`config.mk`:
```
export PLATFORM = sky130hd
export DESIGN_NAME = vblank_scheduler_flat
export DESIGN_NICKNAME = d
export VERILOG_FILES = /design/src/rtl/warblade_pkg.sv /design/src/rtl/vblank_scheduler_if.sv /design/src/rtl/sched_grant_timer.sv /design/src/rtl/vblank_scheduler.sv /design/src/flat_wrapper.sv
export SDC_FILE = /design/constraint.sdc
export NUM_CORES = 1
export LEC_CHECK = 0
export CAP_MARGIN = 20
export CORE_AREA = 2 2 72 74
export CTS_BUF_LIST = sky130_fd_sc_hd__clkbuf_16
export DETAILED_ROUTE_END_ITERATION = 10
export DIE_AREA = 0 0 74 76
export PLACE_DENSITY = 0.74
export SETUP_SLACK_MARGIN = 0.4
export SLEW_MARGIN = 10
export SYNTH_ARGS = -nofsm -noshare
export SYNTH_HDL_FRONTEND = slang
export SYNTH_HIERARCHICAL = 1
export SYNTH_SLANG_ARGS = --single-unit
```
`constraint.sdc`:
```
create_clock -name pclk -period 3.2 [get_ports pclk]
set_input_delay 0.64 -clock pclk [delete_from_list [all_inputs] [get_ports pclk]]
set_output_delay 0.64 -clock pclk [all_outputs]
set_load 0.005 [all_outputs]
```
`src/rtl/warblade_pkg.sv`:
```
// Shared definitions for the vblank scheduler: FSM encoding, default sizing
// and the grant timer width helper.
package warblade_pkg;

   typedef enum logic [1:0] {
      IDLE  = 2'd0,
      GRANT = 2'd1,
      NEXT  = 2'd2
   } sched_state_e;

   localparam int DEF_N_CLIENTS   = 4;
   localparam int DEF_TIMEOUT_CYC = 1024;

   function automatic int timerWidth(input int cyc);
      return (cyc > 1) ? $clog2(cyc) : 1;
   endfunction

   localparam int DEF_TIMER_W = timerWidth(DEF_TIMEOUT_CYC);

endpackage

```
`src/rtl/vblank_scheduler_if.sv`:
```
// Client handshake bundle: per-client enable and done strobes in, one-hot grant out.
interface vblank_scheduler_if import warblade_pkg::*; #(
   parameter int N_CLIENTS = DEF_N_CLIENTS
);

   logic [N_CLIENTS-1:0] en_mask_in;
   logic [N_CLIENTS-1:0] done_in;
   logic [N_CLIENTS-1:0] req_out;

   modport master (
      input  en_mask_in,
      input  done_in,
      output req_out
   );

   modport slave (
      output en_mask_in,
      output done_in,
      input  req_out
   );

endinterface

```
`src/rtl/sched_grant_timer.sv`:
```
// Counts pclk cycles while a grant is held; expire_o flags the final allowed cycle.
module sched_grant_timer import warblade_pkg::*; #(
   parameter int TIMEOUT_CYC = DEF_TIMEOUT_CYC,
   parameter int TW          = timerWidth(TIMEOUT_CYC)
) (
   input  logic pclk,
   input  logic rst_n,
   input  logic clear_i,
   input  logic run_i,
   output logic expire_o
);

   localparam logic [TW-1:0] LAST = TW'(TIMEOUT_CYC - 1);

   logic [TW-1:0] cnt_q;

   assign expire_o = run_i && (cnt_q == LAST);

   // Holds at LAST so a stalled FSM cannot wrap the count back to zero.
   always_ff @(posedge pclk or negedge rst_n) begin
      if (!rst_n) begin
         cnt_q <= '0;
      end else if (clear_i) begin
         cnt_q <= '0;
      end else if (run_i && !expire_o) begin
         cnt_q <= cnt_q + TW'(1);
      end
   end

endmodule

```
`src/rtl/vblank_scheduler.sv`:
```
// Sequences enabled game-logic clients one at a time during each vertical
// blank, with per-grant timeout and vblank-overrun detection.
module vblank_scheduler import warblade_pkg::*; #(
   parameter int N_CLIENTS   = DEF_N_CLIENTS,
   parameter int TIMEOUT_CYC = DEF_TIMEOUT_CYC
) (
   input  logic                 pclk,
   input  logic                 rst_n,
   input  logic                 vblnk_in,
   input  logic                 clr_err_in,
   vblank_scheduler_if.master   cl,
   output logic                 busy_out,
   output logic                 frame_start_out,
   output logic [15:0]          frame_cnt_out,
   output logic [N_CLIENTS-1:0] timeout_err_out,
   output logic                 overrun_out
);

   localparam int IW = (N_CLIENTS > 1) ? $clog2(N_CLIENTS) : 1;
   localparam int TW = timerWidth(TIMEOUT_CYC);

   sched_state_e         state_q;
   logic [IW-1:0]        idx_q;
   logic [N_CLIENTS-1:0] mask_q;
   logic [N_CLIENTS-1:0] req_q;
   logic                 busy_q;
   logic                 fstart_q;
   logic [15:0]          fcnt_q;
   logic [N_CLIENTS-1:0] terr_q;
   logic                 ovr_q;
   logic                 vblnk_q;

   logic                 frameStart;
   logic                 doneHit;
   logic                 expire;
   logic                 firstHit;
   logic [IW-1:0]        firstIdx;
   logic                 nextHit;
   logic [IW-1:0]        nextIdx;

   assign frameStart = vblnk_in && !vblnk_q;
   assign doneHit    = cl.done_in[idx_q];

   // Lowest enabled client for a new frame, and lowest enabled client above
   // the current one for the NEXT step.
   always_comb begin
      firstHit = 1'b0;
      firstIdx = '0;
      nextHit  = 1'b0;
      nextIdx  = '0;
      for (int i = N_CLIENTS - 1; i >= 0; i--) begin
         if (cl.en_mask_in[i]) begin
            firstHit = 1'b1;
            firstIdx = IW'(i);
         end
         if (mask_q[i] && (i > int'(idx_q))) begin
            nextHit = 1'b1;
            nextIdx = IW'(i);
         end
      end
   end

   sched_grant_timer #(
      .TIMEOUT_CYC (TIMEOUT_CYC),
      .TW          (TW)
   ) u_timer (
      .pclk     (pclk),
      .rst_n    (rst_n),
      .clear_i  (state_q != GRANT),
      .run_i    (state_q == GRANT),
      .expire_o (expire)
   );

   // Error clears are written first so that a same-cycle set overrides them.
   always_ff @(posedge pclk or negedge rst_n) begin
      if (!rst_n) begin
         state_q  <= IDLE;
         idx_q    <= '0;
         mask_q   <= '0;
         req_q    <= '0;
         busy_q   <= 1'b0;
         fstart_q <= 1'b0;
         fcnt_q   <= '0;
         terr_q   <= '0;
         ovr_q    <= 1'b0;
         vblnk_q  <= 1'b0;
      end else begin
         vblnk_q  <= vblnk_in;
         fstart_q <= 1'b0;
         if (clr_err_in) begin
            terr_q <= '0;
            ovr_q  <= 1'b0;
         end
         case (state_q)
            IDLE: begin
               if (frameStart) begin
                  fstart_q <= 1'b1;
                  fcnt_q   <= fcnt_q + 16'd1;
                  mask_q   <= cl.en_mask_in;
                  if (firstHit) begin
                     state_q <= GRANT;
                     idx_q   <= firstIdx;
                     req_q   <= N_CLIENTS'(1) << firstIdx;
                     busy_q  <= 1'b1;
                  end
               end
            end
            GRANT: begin
               if (!vblnk_in) begin
                  ovr_q   <= 1'b1;
                  req_q   <= '0;
                  busy_q  <= 1'b0;
                  state_q <= IDLE;
               end else if (doneHit) begin
                  req_q   <= '0;
                  state_q <= NEXT;
               end else if (expire) begin
                  terr_q[idx_q] <= 1'b1;
                  req_q         <= '0;
                  state_q       <= NEXT;
               end
            end
            NEXT: begin
               if (!vblnk_in) begin
                  ovr_q   <= 1'b1;
                  busy_q  <= 1'b0;
                  state_q <= IDLE;
               end else if (nextHit) begin
                  state_q <= GRANT;
                  idx_q   <= nextIdx;
                  req_q   <= N_CLIENTS'(1) << nextIdx;
               end else begin
                  busy_q  <= 1'b0;
                  state_q <= IDLE;
               end
            end
            default: begin
               req_q   <= '0;
               busy_q  <= 1'b0;
               state_q <= IDLE;
            end
         endcase
      end
   end

   assign cl.req_out      = req_q;
   assign busy_out        = busy_q;
   assign frame_start_out = fstart_q;
   assign frame_cnt_out   = fcnt_q;
   assign timeout_err_out = terr_q;
   assign overrun_out     = ovr_q;

endmodule

```
`src/flat_wrapper.sv`:
```
// flat-port wrapper written by rule: the top's interface ports become plain ports
module vblank_scheduler_flat import warblade_pkg::*;
#(
   parameter int N_CLIENTS   = DEF_N_CLIENTS,
   parameter int TIMEOUT_CYC = DEF_TIMEOUT_CYC
)
  (pclk, rst_n, vblnk_in, clr_err_in, busy_out, frame_start_out, frame_cnt_out, timeout_err_out, overrun_out, cl_en_mask_in, cl_done_in, cl_req_out);
  vblank_scheduler_if #(.N_CLIENTS(N_CLIENTS)) cl_i ();
  input  logic pclk;
  input  logic rst_n;
  input  logic vblnk_in;
  input  logic clr_err_in;
  output logic busy_out;
  output logic frame_start_out;
  output logic [15:0] frame_cnt_out;
  output logic [N_CLIENTS-1:0] timeout_err_out;
  output logic overrun_out;
  input wire logic [$bits(cl_i.en_mask_in)-1:0] cl_en_mask_in;
  input wire logic [$bits(cl_i.done_in)-1:0] cl_done_in;
  output wire logic [$bits(cl_i.req_out)-1:0] cl_req_out;
  assign cl_i.en_mask_in = cl_en_mask_in;
  assign cl_i.done_in = cl_done_in;
  assign cl_req_out = cl_i.req_out;
  vblank_scheduler #(.N_CLIENTS(N_CLIENTS), .TIMEOUT_CYC(TIMEOUT_CYC)) u_core (.pclk(pclk), .rst_n(rst_n), .vblnk_in(vblnk_in), .clr_err_in(clr_err_in), .cl(cl_i), .busy_out(busy_out), .frame_start_out(frame_start_out), .frame_cnt_out(frame_cnt_out), .timeout_err_out(timeout_err_out), .overrun_out(overrun_out));
endmodule
```
==> results_tabular.tex <==
\begin{tabular}{lr}
\hline
Metric & Value \\
\hline
\multicolumn{2}{l}{\textbf{Clock network}} \\
CTS H-Tree Depth & 2 \\
TritonCTS Buffers & 5 \\
Buffers inserted by post-CTS timing repair & 0 \\
Clock Tree Buf Depth & 2 \\
Clock tree from TritonCTS & yes \\
Hold buffer count at CTS & 0 \\
Clock network latency to the later pin of the worst-skew pair & 0.29 ns \\
Number of clock sinks & 45 \\
Clock transition at the registers of the reported paths & 0.06 ns \\
CTS Root Buffer Type & sky130\_fd\_sc\_hd\_\_clkbuf\_16 \\
Post-cts resize count & 0 \\
\multicolumn{2}{l}{\textbf{Drt}} \\
Wire length after detailed routing & 4.887 mm \\
Antenna-violating nets left & 0 \\
Number of remaining DRC errors & 0 \\
Number of vias after detailed routing & 1826 \\
Vias/cell & 5.371 \\
Wire length per cell & 14.37 µm \\
Detailed-routing iteration count for the pre-antenna-repair pass & 4 \\
Number of design-rule violations left by the first detailed-router iteration & 140 \\
\multicolumn{2}{l}{\textbf{Final layout}} \\
Number of nets in the layout & 287 \\
Most common cell after layout, fill and taps aside & sky130\_fd\_sc\_hd\_\_dfrtp\_1 \\
Fraction of final layout cells with drive strength greater than 1 & 10.37\% \\
Antenna diode count & 0 \\
Growth of design area from synthesis to finish & 26.40\% \\
Filler instances & 427 \\
Post-route cell area & 0.002989 mm² \\
Most used cells in the layout excluding fill and tap cells & 45 x sky130\_fd\_sc\_hd\_\_dfrtp\_1, 37 x sky130\_fd\_sc\_hd\_\_clkdlybuf4s50\_1, 25 x sky130\_fd\_sc\_hd\_\_nand2\_1 \\
\multicolumn{2}{l}{\textbf{Setup path}} \\
Crit path required time & 3.37 ns \\
Worst reg-to-reg setup slack & 0.72 ns \\
Cell family with the largest share of critical-path delay & simple AND/OR/NAND/NOR gates \\
Launch point of the worst reg-to-reg path & u\_core/u\_timer/cnt\_q[0]\$\_DFFE\_PN0P\_ \\
Crit-path max cell delay & 0.44 ns \\
Worst r2r dst & u\_core/cl.req\_out[0]\$\_DFFE\_PN0P\_ \\
Critical path depth in cells & 7 \\
Cell at the slowest stage of the critical path & sky130\_fd\_sc\_hd\_\_a311o\_4 \\
Category of the worst setup path launch point & register \\
Worst r2r path cells & 7 \\
Worst setup path endpoint & u\_core/cl.req\_out[0]\$\_DFFE\_PN0P\_ \\
Buf+Inv Stages, Crit Path & 0 \\
Startpoint of the most critical setup path & u\_core/u\_timer/cnt\_q[0]\$\_DFFE\_PN0P\_ \\
Critical Path End Type & register \\
Path type of the worst setup path & register to register \\
Data arrival time of the critical path & 2.65 ns \\
Worst-path maximum fanout & 7 \\
Series of cell instances along the critical path & ha\_1 -> nand3\_1 -> or2\_1 -> nor3\_1 -> nor3\_4 -> a311o\_4 -> mux2\_4 \\
\multicolumn{2}{l}{\textbf{Logic synthesis}} \\
Synthesized instance count & 228 \\
Number of warnings printed during yosys synthesis & 6 \\
Synthesized area & 0.002365 mm² \\
Dominant cell type by area after synthesis & sky130\_fd\_sc\_hd\_\_dfrtp\_1 \\
Asr flop ratio synth & 100.0\% \\
Number of enable flip-flop cells after synthesis & 0 \\
Commonest register cell after synthesis & sky130\_fd\_sc\_hd\_\_dfrtp\_1 \\
Number of flip-flops and latches in the synthesized netlist & 45 \\
Number of distinct library cells after synthesis & 58 \\
Part of the Yosys area used for sequential elements & 47.62\% \\
Synth Net Count & 246 \\
Top cells by area in the synthesized netlist & sky130\_fd\_sc\_hd\_\_dfrtp\_1 48\%, sky130\_fd\_sc\_hd\_\_nand2\_1 4.0\%, sky130\_fd\_sc\_hd\_\_xnor2\_1 3.7\% \\
Average cell area after synthesis & 10.37 µm² \\
Yosys top cell area share & 47.62\% \\
\multicolumn{2}{l}{\textbf{Job}} \\
Max-cap violation count & 0 \\
\multicolumn{2}{l}{\textbf{Outcome}} \\
Result of the run & completed \\
\multicolumn{2}{l}{\textbf{GRT}} \\
Largest net degree at the start of global routing & 46 \\
All-Layer GR Usage & 19.13\% \\
Wire length of the first global-routing pass & 8.445 mm \\
Via count of the first global-routing pass & 1771 \\
Number of antenna violations at the first check in global routing & 0 \\
Aggregate global routing overflow & 0 \\
\multicolumn{2}{l}{\textbf{Timing}} \\
Max-slew violation count & 0 \\
Final hold violation count & 0 \\
Slew at the pin closest to its max-slew limit & 0.5997 ns \\
Minimum clock period & 2.483 ns \\
Highest attainable clock frequency & 0.4028 GHz \\
Final setup violation count & 0 \\
Worst hold slack across all endpoints & 0.2548 ns \\
Ratio of final minimum period to clock period & 77.58\% \\
Post-route clock skew & 0.006746 ns \\
Unrepaired setup endpoints after global routing & no \\
Setup\_tns & 0 ns \\
Relative max-transition margin & 59.60\% \\
\multicolumn{2}{l}{\textbf{Floorplanning}} \\
Number of standard-cell rows in the floorplan & 26 \\
CORE AREA & 0.004912 mm² \\
Horizontal die dimension & 74 µm \\
Total die area & 0.005624 mm² \\
Top-Level Pins & 39 \\
Height of the chip & 76 µm \\
Starting utilization of the core area & 48.14\% \\
\multicolumn{2}{l}{\textbf{Pwr}} \\
PnR Total Power & 2.122 mW \\
Areal power density over the cells & 709.9 mW/mm² \\
Switching Share & 32.84\% \\
Sequential cell fraction of total power & 38.2\% \\
Highest ir drop seen on vdd & 451.8 µV \\
Internal power contribution & 1.425 mW \\
Portion of total power attributed to the clock network & 27.7\% \\
Net switching component of the power & 0.6969 mW \\
Standby leakage power & 1.254 nW \\
Share of total power in combinational logic & 34.1\% \\
\multicolumn{2}{l}{\textbf{Placement}} \\
Post-placement cell area & 0.002798 mm² \\
Gp weighted congestion & 0.8548 \\
Hpwl dp & 3.446 mm \\
Number of input and output port buffers inserted & 38 \\
\multicolumn{2}{l}{\textbf{Worst hold path}} \\
Hold Crit Class & input pin to async pin \\
\hline
\end{tabular}
-- logic make-up (layout without fill, tap and decap cells) --
group                      Yosys count  in the layout  synth area share, %
xor gates and xnor gates            18             18                6.667
AOI/OAI and AO/OA                   45             45                14.81
buffers and inverters               21             63                3.968
and+or+nand+nor                     87             87                20.42
muxes                                6              6                3.333
adders and majority gates            6              6                3.175
DFF                                 45             45                47.62
-- per-stage QoR --
step                utilization [%]  instances  setup WS, ns
global placement              56.95        331        0.6570
global route                  60.85        340        0.5692
detailed placement            56.95        331        0.6291
CTS                           60.44        339        0.7261
finish                        60.85        340        0.7174
floorplan                         -        228        0.8146
-- layer usage --
metal  vias to the layer above  part of all wire, %  GRT usage (%)
li1                        893                    -              -
met1                       888                   44          25.71
met2                        38                   51          30.98
met3                         7                  3.4          3.571
met4                         0                  1.3          6.000
met5                         -                    0              0
-- layout make-up --
cell class | instances | area, µm² | area share [%]
inverter | 15 | 56.30 | 1.884
sequential | 45 | 1126 | 37.67
tap | 70 | 87.58 | 2.930
clock buffer | 5 | 125.1 | 4.186
clock inverter | 3 | 46.29 | 1.549
timing repair buffer | 40 | 402.9 | 13.48
multi-input combinational | 162 | 1145 | 38.30
-- registers in the layout, summed over array words and instances, names as in the netlist, 2 cells and up --
register / flops
u_core/mask_q: 3
u_core/timeout_err_out: 4
u_core/frame_cnt_out: 16
u_core/idx_q: 2
u_core/cl.req_out: 4
u_core/u_timer/cnt_q: 10
u_core/state_q: 2
-- worst min-delay path by stage --
stage | from | endpoint | slack [ns] | depth (start not counted)
floorplan | rst_n | u_core/busy_out$_DFFE_PN0P_ | 0.34 | 0
global placement | u_core/frame_cnt_out[15]$_DFFE_PN0P_ | u_core/frame_cnt_out[15]$_DFFE_PN0P_ | 0.46 | 1
detailed placement | u_core/frame_cnt_out[15]$_DFFE_PN0P_ | u_core/frame_cnt_out[15]$_DFFE_PN0P_ | 0.47 | 1
CTS | u_core/frame_cnt_out[15]$_DFFE_PN0P_ | u_core/frame_cnt_out[15]$_DFFE_PN0P_ | 0.48 | 1
global route | rst_n | u_core/u_timer/cnt_q[5]$_DFFE_PN0P_ | 0.29 | 1
finish | rst_n | u_core/u_timer/cnt_q[5]$_DFFE_PN0P_ | 0.25 | 1
-- power groups by stage --
stage	sequential [mW]	clock [mW]	combinational, mW
finish	0.810	0.587	0.724
global route	0.828	0.627	0.813
CTS	0.810	0.597	0.728
detailed placement	0.817	0	0.724
global placement	0.819	0	0.706
floorplan	0.781	0	0.502
-- worst reg2reg max path, cell delays in order (launching register included) --
cell and delay (ns):
sky130_fd_sc_hd__dfrtp_1 0.39, sky130_fd_sc_hd__ha_1 0.27, sky130_fd_sc_hd__nand3_1 0.15, sky130_fd_sc_hd__or2_1 0.26, sky130_fd_sc_hd__nor3_1 0.43, sky130_fd_sc_hd__nor3_4 0.12, sky130_fd_sc_hd__a311o_4 0.44, sky130_fd_sc_hd__mux2_4 0.30
-- synth_stat cells, types with 2 or more instances --
cell	number
sky130_fd_sc_hd__dfrtp_1	45
sky130_fd_sc_hd__o221ai_1	2
sky130_fd_sc_hd__o41ai_1	2
sky130_fd_sc_hd__mux2i_1	3
sky130_fd_sc_hd__xor2_1	8
sky130_fd_sc_hd__ha_1	6
sky130_fd_sc_hd__o22ai_1	2
sky130_fd_sc_hd__nor3_2	2
sky130_fd_sc_hd__buf_2	3
sky130_fd_sc_hd__inv_1	15
sky130_fd_sc_hd__nand2b_1	6
sky130_fd_sc_hd__nor3_1	6
sky130_fd_sc_hd__o21ai_0	10
sky130_fd_sc_hd__o32ai_1	4
sky130_fd_sc_hd__nand2_1	25
sky130_fd_sc_hd__nand4_1	4
sky130_fd_sc_hd__xnor2_1	10
sky130_fd_sc_hd__o31ai_1	2
sky130_fd_sc_hd__a21oi_1	5
sky130_fd_sc_hd__nor2_1	16
sky130_fd_sc_hd__nor2b_1	3
sky130_fd_sc_hd__a31oi_1	3
sky130_fd_sc_hd__or3_1	2
sky130_fd_sc_hd__nand3_1	10
(Power assumes the default switching activity.)
